==> config.mk <==
export PLATFORM = sky130hd
export DESIGN_NAME = pipe_hazard_ctrl
export DESIGN_NICKNAME = d
export VERILOG_FILES = /design/src/rtl/pipe_hazard_ctrl_pkg.sv /design/src/rtl/pipe_hazard_ctrl_redirect_arb.sv /design/src/rtl/pipe_hazard_ctrl.sv
export SDC_FILE = /design/constraint.sdc
export NUM_CORES = 1
export LEC_CHECK = 0
export BUFFER_PORTS_ARGS = -buffer_cell sky130_fd_sc_hd__clkbuf_2
export CAP_MARGIN = 10
export CORE_ASPECT_RATIO = 0.6
export CORE_MARGIN = 8
export CORE_UTILIZATION = 29
export DETAILED_ROUTE_END_ITERATION = 7
export PLACE_DENSITY = 0.76
export SYNTH_ARGS = -nofsm -noshare
export SYNTH_HDL_FRONTEND = slang
export SYNTH_SLANG_ARGS = --single-unit
==> constraint.sdc <==
create_clock -name clk -period 1.5 [get_ports clk]
set_input_delay 0 -clock clk [delete_from_list [all_inputs] [get_ports clk]]
set_output_delay 0 -clock clk [all_outputs]
set_load 0.005 [all_outputs]
==> src/rtl/pipe_hazard_ctrl_pkg.sv <==
// Shared types and constants for the TinyRISC-V pipeline hazard sequencer.
// Holds the state encoding, default widths and the flush-window helper.
package pipe_hazard_ctrl_pkg;

    localparam int RV32_ADDR_WIDTH      = 32;
    localparam int PHC_FLUSH_CYCLES_DEF = 2;

    typedef enum logic [1:0] {
        PHC_IDLE  = 2'd0,
        PHC_FLUSH = 2'd1,
        PHC_DIV   = 2'd2
    } phc_state_e;

    // Cycles left in the flush window after the redirect cycle itself.
    function automatic logic [2:0] flush_remaining(input int unsigned cycles);
        logic [2:0] rem;
        if (cycles > 32'd1) begin
            rem = 3'(cycles - 32'd1);
        end else begin
            rem = 3'd0;
        end
        return rem;
    endfunction

endpackage

==> src/rtl/pipe_hazard_ctrl_redirect_arb.sv <==
// Redirect arbiter: jump beats interrupt, and the winner selects the new PC.
// Purely combinational; callers gate the requests with pipeline state.
module redirect_arb
    import pipe_hazard_ctrl_pkg::*;
#(
    parameter int ADDR_W = RV32_ADDR_WIDTH
) (
    input  logic              jump_req,
    input  logic [ADDR_W-1:0] jump_addr,
    input  logic              int_req,
    input  logic [ADDR_W-1:0] int_addr,
    output logic              redirect,
    output logic              take_int,
    output logic [ADDR_W-1:0] redirect_addr
);

    // Priority select of the redirect source and its target address.
    always_comb begin
        redirect      = 1'b0;
        take_int      = 1'b0;
        redirect_addr = '0;
        if (jump_req) begin
            redirect      = 1'b1;
            redirect_addr = jump_addr;
        end else if (int_req) begin
            redirect      = 1'b1;
            take_int      = 1'b1;
            redirect_addr = int_addr;
        end else begin
            redirect      = 1'b0;
        end
    end

endmodule

==> src/rtl/pipe_hazard_ctrl.sv <==
// Pipeline sequencer for the 3-stage core: arbitrates redirects, keeps the
// multi-cycle flush window and divide stall, and inserts load-use bubbles.
module pipe_hazard_ctrl
    import pipe_hazard_ctrl_pkg::*;
#(
    parameter int FLUSH_CYCLES = PHC_FLUSH_CYCLES_DEF,
    parameter int ADDR_W       = RV32_ADDR_WIDTH
) (
    input  logic              clk,
    input  logic              rst_n,
    input  logic              jump_flag_i,
    input  logic [ADDR_W-1:0] jump_addr_i,
    input  logic              int_req_i,
    input  logic [ADDR_W-1:0] int_addr_i,
    input  logic              div_start_i,
    input  logic              div_done_i,
    input  logic              load_use_i,
    output logic              hold_pc_o,
    output logic              hold_if_id_o,
    output logic              hold_id_ex_o,
    output logic              flush_if_id_o,
    output logic              flush_id_ex_o,
    output logic              redirect_o,
    output logic [ADDR_W-1:0] redirect_addr_o,
    output logic              int_ack_o
);

    localparam logic [2:0] FLUSH_INIT = flush_remaining(FLUSH_CYCLES);

    phc_state_e        state_r;
    phc_state_e        state_next_s;
    logic [2:0]        cnt_r;
    logic [2:0]        cnt_next_s;
    logic              int_pend_r;
    logic              int_pend_next_s;

    logic              arb_jump_s;
    logic              arb_int_s;
    logic              arb_redirect_s;
    logic              arb_take_int_s;
    logic [ADDR_W-1:0] arb_addr_s;

    // Only IDLE accepts jumps; interrupts are taken in IDLE or when a divide completes.
    always_comb begin
        arb_jump_s = 1'b0;
        arb_int_s  = 1'b0;
        if (state_r == PHC_IDLE) begin
            arb_jump_s = jump_flag_i;
            arb_int_s  = int_req_i;
        end else if (state_r == PHC_DIV) begin
            arb_int_s  = div_done_i & (int_pend_r | int_req_i);
        end else begin
            arb_int_s  = 1'b0;
        end
    end

    redirect_arb #(
        .ADDR_W (ADDR_W)
    ) u_redirect_arb (
        .jump_req      (arb_jump_s),
        .jump_addr     (jump_addr_i),
        .int_req       (arb_int_s),
        .int_addr      (int_addr_i),
        .redirect      (arb_redirect_s),
        .take_int      (arb_take_int_s),
        .redirect_addr (arb_addr_s)
    );

    // Next-state and same-cycle pipeline controls; everything is forced low in reset.
    always_comb begin
        state_next_s    = state_r;
        cnt_next_s      = cnt_r;
        int_pend_next_s = int_pend_r;
        hold_pc_o       = 1'b0;
        hold_if_id_o    = 1'b0;
        hold_id_ex_o    = 1'b0;
        flush_if_id_o   = 1'b0;
        flush_id_ex_o   = 1'b0;
        redirect_o      = 1'b0;
        redirect_addr_o = '0;
        int_ack_o       = 1'b0;
        if (!rst_n) begin
            state_next_s    = PHC_IDLE;
            cnt_next_s      = 3'd0;
            int_pend_next_s = 1'b0;
        end else begin
            case (state_r)
                PHC_IDLE: begin
                    if (arb_redirect_s) begin
                        redirect_o      = 1'b1;
                        redirect_addr_o = arb_addr_s;
                        int_ack_o       = arb_take_int_s;
                        flush_if_id_o   = 1'b1;
                        flush_id_ex_o   = 1'b1;
                        if (FLUSH_INIT != 3'd0) begin
                            state_next_s = PHC_FLUSH;
                            cnt_next_s   = FLUSH_INIT;
                        end else begin
                            state_next_s = PHC_IDLE;
                        end
                    end else if (div_start_i) begin
                        state_next_s = PHC_DIV;
                    end else if (load_use_i) begin
                        hold_pc_o     = 1'b1;
                        hold_if_id_o  = 1'b1;
                        flush_id_ex_o = 1'b1;
                    end else begin
                        state_next_s = PHC_IDLE;
                    end
                end
                PHC_FLUSH: begin
                    // Events raised by instructions being flushed are dropped.
                    flush_if_id_o = 1'b1;
                    flush_id_ex_o = 1'b1;
                    cnt_next_s    = cnt_r - 3'd1;
                    if (cnt_r <= 3'd1) begin
                        state_next_s = PHC_IDLE;
                        cnt_next_s   = 3'd0;
                    end else begin
                        state_next_s = PHC_FLUSH;
                    end
                end
                PHC_DIV: begin
                    if (div_done_i) begin
                        // A divide start in the done cycle is dropped: ID/EX was still held.
                        int_pend_next_s = 1'b0;
                        if (arb_redirect_s) begin
                            redirect_o      = 1'b1;
                            redirect_addr_o = arb_addr_s;
                            int_ack_o       = arb_take_int_s;
                            flush_if_id_o   = 1'b1;
                            flush_id_ex_o   = 1'b1;
                        end else begin
                            redirect_o      = 1'b0;
                        end
                        if (arb_redirect_s && (FLUSH_INIT != 3'd0)) begin
                            state_next_s = PHC_FLUSH;
                            cnt_next_s   = FLUSH_INIT;
                        end else begin
                            state_next_s = PHC_IDLE;
                        end
                    end else begin
                        hold_pc_o       = 1'b1;
                        hold_if_id_o    = 1'b1;
                        hold_id_ex_o    = 1'b1;
                        int_pend_next_s = int_pend_r | int_req_i;
                    end
                end
                default: begin
                    state_next_s    = PHC_IDLE;
                    cnt_next_s      = 3'd0;
                    int_pend_next_s = 1'b0;
                end
            endcase
        end
    end

    // Sequencer state, flush counter and pending-interrupt flag.
    always_ff @(posedge clk or negedge rst_n) begin
        if (!rst_n) begin
            state_r    <= PHC_IDLE;
            cnt_r      <= 3'd0;
            int_pend_r <= 1'b0;
        end else begin
            state_r    <= state_next_s;
            cnt_r      <= cnt_next_s;
            int_pend_r <= int_pend_next_s;
        end
    end

endmodule

-- After elaboration in Yosys (flattened, before gate mapping)
Index checks and enable logic that the tools add are counted.
Widths: inputs -> output; s select.
- register bits: 6
- logic and storage cells: 64
- memories kept: 0
- bits in latches: 0
- memory bits (writable): 0
- memory bits (read-only): 0
- magnitude comparators: 1
- $mul: 0
- shift operators: 0
- divide/modulo/power cells: 0
- reductions and logical operators: 3
- muxes and demuxes: 49
- eq/ne operators: 5
- bitwise logic cells: 2
- add/sub/neg operators: 1
- operators with widths (cell ; count):
    $mux 32 ; 5
    $pmux 32 s2 ; 1
    $mux 1 ; 26
    $mux 3 ; 4
    $mux 2 ; 5
    $pmux 3 s3 ; 1
    $pmux 1 s2 ; 4
    $pmux 1 s3 ; 2
    $pmux 2 s3 ; 1
    $ne 5x5->1 const B ; 1
    $le 3x1->1 const B ; 1
    $ne 3x3->1 const B ; 1
    $sub 3x1->3 const B ; 1
    $eq 2x1->1 const B ; 1
    $eq 2x2->1 const B ; 1
    $logic_not 2->1 ; 1
    $ne 2x2->1 const B ; 1
    $reduce_and 2->1 ; 1
    $reduce_or 2->1 ; 1
    $and 1x1->1 ; 1
    $or 1x1->1 ; 1

-- Longest topological paths before layout
- depth after elaboration: 10
- mapped depth: 6
- gate-level depth less buffers: 5

-- Cells and area by module
From an unflattened synthesis, not the netlist that was laid out.
- cell total of the unflattened synthesis: 135
- area total of the unflattened synthesis: 1094.8 um2
- modules (own cells, without submodules) (module ; cells each ; area each (um2) ; times used):
    pipe_hazard_ctrl ; 90 ; 725.7 ; 1
    redirect_arb ; 45 ; 369.1 ; 1

-- Worst setup path before layout
OpenSTA, ideal clock, no wires.
- kind: register to register
- start: reg cnt_r[0]
- end: reg cnt_r[2]
- setup slack: 0.101 ns
- library setup time: 0.116 ns
- buffers on the path: 0
- stages on the path, launching flop included: 5
- period minus slack after synthesis: 1.399 ns
- arrival: 1.284 ns
- cells stage by stage: dfrtp_1 > ha_1 > o21bai_1 > or4_1 > o311ai_0
- longest elaborated chain between the ends: 4
- RTL lines (what ; RTL line ; text):
    start: declaration ; pipe_hazard_ctrl.sv:32 ; logic [2:0] cnt_r;
    start signal: assignment ; pipe_hazard_ctrl.sv:166 ; cnt_r <= cnt_next_s;
    $sub 3x1->3 or $le 3x1->1 (tied branches) ; pipe_hazard_ctrl.sv:115, pipe_hazard_ctrl.sv:116 ;
    $mux 3 (*) ; pipe_hazard_ctrl.sv:116 ; if (cnt_r <= 3'd1) begin
    $pmux 3 s3 (*) ; pipe_hazard_ctrl.sv:87 ; case (state_r)
    $mux 3 (*) ; pipe_hazard_ctrl.sv:82 ; if (!rst_n) begin
Every way passes the cells marked *; elsewhere a longest branch is shown, timed or not.
A chain may end at the register's enable or synchronous reset.

-- Worst setup path in the final report
- start: reg state_r[0]
- end: out redirect_addr_o[20]
- longest elaborated chain between the ends: 9
- RTL lines (what ; RTL line ; text):
    start: declaration ; pipe_hazard_ctrl.sv:30 ; phc_state_e state_r;
    start signal: assignment ; pipe_hazard_ctrl.sv:165 ; state_r <= state_next_s;
    $eq 2x2->1 ; pipe_hazard_ctrl.sv:50, pipe_hazard_ctrl.sv:87 ;
    $mux 1 ; pipe_hazard_ctrl.sv:50 ; end else if (state_r == PHC_DIV) begin
    $mux 1 ; pipe_hazard_ctrl.sv:47 ; if (state_r == PHC_IDLE) begin
    $mux 32 or $mux 1 (tied branches) ; pipe_hazard_ctrl_redirect_arb.sv:25 ; end else if (int_req) begin
    $mux 32 or $mux 1 (tied branches) ; pipe_hazard_ctrl_redirect_arb.sv:22 ; if (jump_req) begin
    $mux 32 ; pipe_hazard_ctrl.sv:89, pipe_hazard_ctrl.sv:127 ;
    $mux 32 ; pipe_hazard_ctrl.sv:124 ; if (div_done_i) begin
    $pmux 32 s2 (*) ; pipe_hazard_ctrl.sv:87 ;
    $mux 32 (*) ; pipe_hazard_ctrl.sv:82 ;
    end: declaration ; pipe_hazard_ctrl.sv:24 ; output logic [ADDR_W-1:0] redirect_addr_o,
Marks and branches as above.

==> out/results.txt <==
clock-pin slew on the worst setup and hold paths = 0.03 ns
CTS Buf Count = 3
Die Wd = 87.4 um
most frequent cells in the layout = 84 x clkbuf_2, 17 x a22o_1, 15 x buf_6, 13 x buf_2, 12 x a22o_2
DR WL met3 = 457 um
CTS root buffer = clkbuf_8
Skew-Pair Late Insertion Delay = 0.22 ns
port buffer count = 109
synth warn = 0
Routed WL per cell = 19.0 um
antenna cells = 0
Placement Setup Slack = 0.0618 ns
synthesized area per cell = 9.04 um2
main combinational cell family by area after synthesis = compound AO/OA/AOI/OAI gates
Post-Synth Adder-Cell Area = 0.0282
GRT Resource Usage Total = 0.145
cells after synthesis = 98
most common cell after layout, fill and taps aside = clkbuf_2
final critical-path share of the clock period = 1.11
Post-Route Skew = 0.00473 ns
Max-Cap Viols = 0
Critical Path RT = 1.50 ns
Worst IR Drop VDD = 0.299 mV
I/O pin cnt = 110
simple-gate portion of the synthesized area = 0.160
violations in the final reports = setup timing
peak fanout along the critical path = 8
Storage cell area = 151 um2
# rows = 15
Initial DRC Count = 56
fillcell total = 250
routability cong. = 0.886
Routed WL = 4920 um
startpoint types = register
ys flop type = dfrtp_1
vias in the first global route = 1089
grt ovf = 0
slowest CP cell = dfrtp_1
post-synthesis sequential area ratio = 0.169
Final #Nets = 292
ordered list of cells on the worst path = nand2b_4, nor4b_4, buf_6, clkbuf_16, a22o_2, buf_6
CTS tree = yes
die area = 5140 um2
Synthesized Nets = 171
setup ws final = -0.160 ns
# clock sinks = 6
Bufs and invs on worst path = 3
DRT Pass-1 Iters = 4
DRC Markers = 0
final setup violation count = 37
routed wl met2 = 2530 um
footprint of the multi-input gates = 687 um2
reg2reg path depth = 4
Met1 Wirelength = 1850 um
slowest stage delay, CP = 0.40 ns
global-route wire length before repair = 5940 um
final cell count without fillers = 259
vias per std cell = 5.24
synthesized flop and latch total = 6
reg2reg start = cnt_r[0]
Initial Util = 0.306
largest net degree at the start of global routing = 34
fmax = 0.603 GHz
Final Critical Period = 1.66 ns
layout cell share with drive strength beyond 1 = 0.719
CP Class = register to output port
Final Hold Vio Count = 0
number of synthesized flops with an enable pin = 0
CP top delay family = simple AND/OR/NAND/NOR gates
mux share of post-synthesis cell area = 0
Most Frequent Cell on Critical Path = buf_6
CTS Buffer Depth = 2
P&R area growth vs syn = 103%
Die Y = 58.8 um
Pleak = 1.02 nW
worst slew pin tran = 0.450 ns
PwrDens = 583 nW/um2
# placed instances = 246
CTS H-tree depth = 1
Vias = 1357
fraction of synthesized cell area in xor and xnor cells = 0
hold_sp = div_start_i
Yosys cell types = 35
compound-cell area share of the yosys netlist = 0.514
Worst Path Arrival = 1.66 ns
Antenna Nets Post-Route = 0
status = finished, violations left
Hold Path Cell Cnt = 3
Worst setup EP type = output port
Pins Over Slew Limit = 0
critical path startpoint = state_r[0]
Worst path depth = 6
DP HPWL = 3630 um
Async S/R FF share, synth = 1.00
Netlist Area Pre-Place = 886 um2
antenna violations before repair = 0
relative slew slack = 0.698
Core ar. = 2890 um2
Tightest Hold Check Type = primary input to register
RSZ-0062 raised after global routing = yes
Highest Signal Layer = met4
-- sequential cells by signal, summed over array words and instances, names as in the netlist --
name        cells
cnt_r           3
int_pend_r      1
state_r         2
-- report_power, final --
group          switching [W]  internal [W]  total, W
Clock              0.0000662      0.000172  0.000238
Sequential         0.0000177      0.000177  0.000195
Combinational       0.000255      0.000360  0.000615
-- through the flow --
stage / hold WS, ns / TNS [ns] / instance area, um2 / power, W / utilization
after global placement: -0.164 / 0 / 1470 / 0.000671 / 0.510
after global routing: 0.0439 / -6.14 / 1800 / 0.00111 / 0.622
after floorplan: -0.296 / 0 / 886 / 0.000443 / -
final: 0.0416 / -4.25 / 1800 / 0.00105 / 0.622
after CTS: 0.0379 / -2.15 / 1580 / 0.000946 / 0.545
after detailed placement: -0.168 / 0 / 1470 / 0.000674 / 0.510
-- logic make-up after synthesis --
kind of cell,Yosys count
adder cells (fa/ha/maj),2
flip-flops,6
AO/OA/AOI/OAI,53
AND/OR/NAND/NOR,21
buffers and inverters,16
-- routing by layer --
layer	vias up	track usage
met3	8	0.0541
li1	634	-
met1	635	0.167
met2	80	0.244
met4	0	0.0461
met5	-	0
-- timing repair --
action / 4_1_cts / 5_1_grt
endpoints found under the setup margin: 36 / 40
setup buffers: 2 / 3
cloned: 0 / 4
hold buffers: 1 / 0
resized for setup: 8 / 44
hold endpoints to repair: 6 / 0
pin swaps: 1 / 13
-- tightest hold or removal path: stages --
cell      delay (ns)
clkbuf_2        0.09
nand2_1         0.06
o22ai_1         0.07
-- worst paths after layout --
path                                  endpoint  slack (ns)
setup / recovery           redirect_addr_o[20]       -0.16
hold / removal                      state_r[1]        0.04
setup reg to reg                      cnt_r[2]        0.04
hold reg to reg                       cnt_r[1]        0.56
max in group asynchronous           state_r[1]        0.92
min in group asynchronous             cnt_r[2]        0.26
-- cell type report --
cell class                 count  area share
clock buffer                   3      0.0230
inverter                       5      0.0104
timing repair buffer         127       0.471
tap                           42      0.0292
multi-input combinational     76       0.382
sequential                     6      0.0842
-- synth_stat cells (2+ instances only) --
master    count  area share
a21boi_0      2       0.017
a21oi_1       4       0.023
a22o_1       17        0.17
a22o_2       16        0.18
buf_2         3       0.017
buf_4         3       0.025
buf_6         2       0.025
clkbuf_8      2       0.031
dfrtp_1       6        0.17
ha_1          2       0.028
inv_1         5       0.021
nand2_1       4       0.017
nand2b_1      4       0.028
nor2_1        2      0.0085
nor2b_1       3       0.021
o211a_1       2       0.023
o21bai_1      3       0.025
No activity file was read; power rests on OpenSTA's default activity.
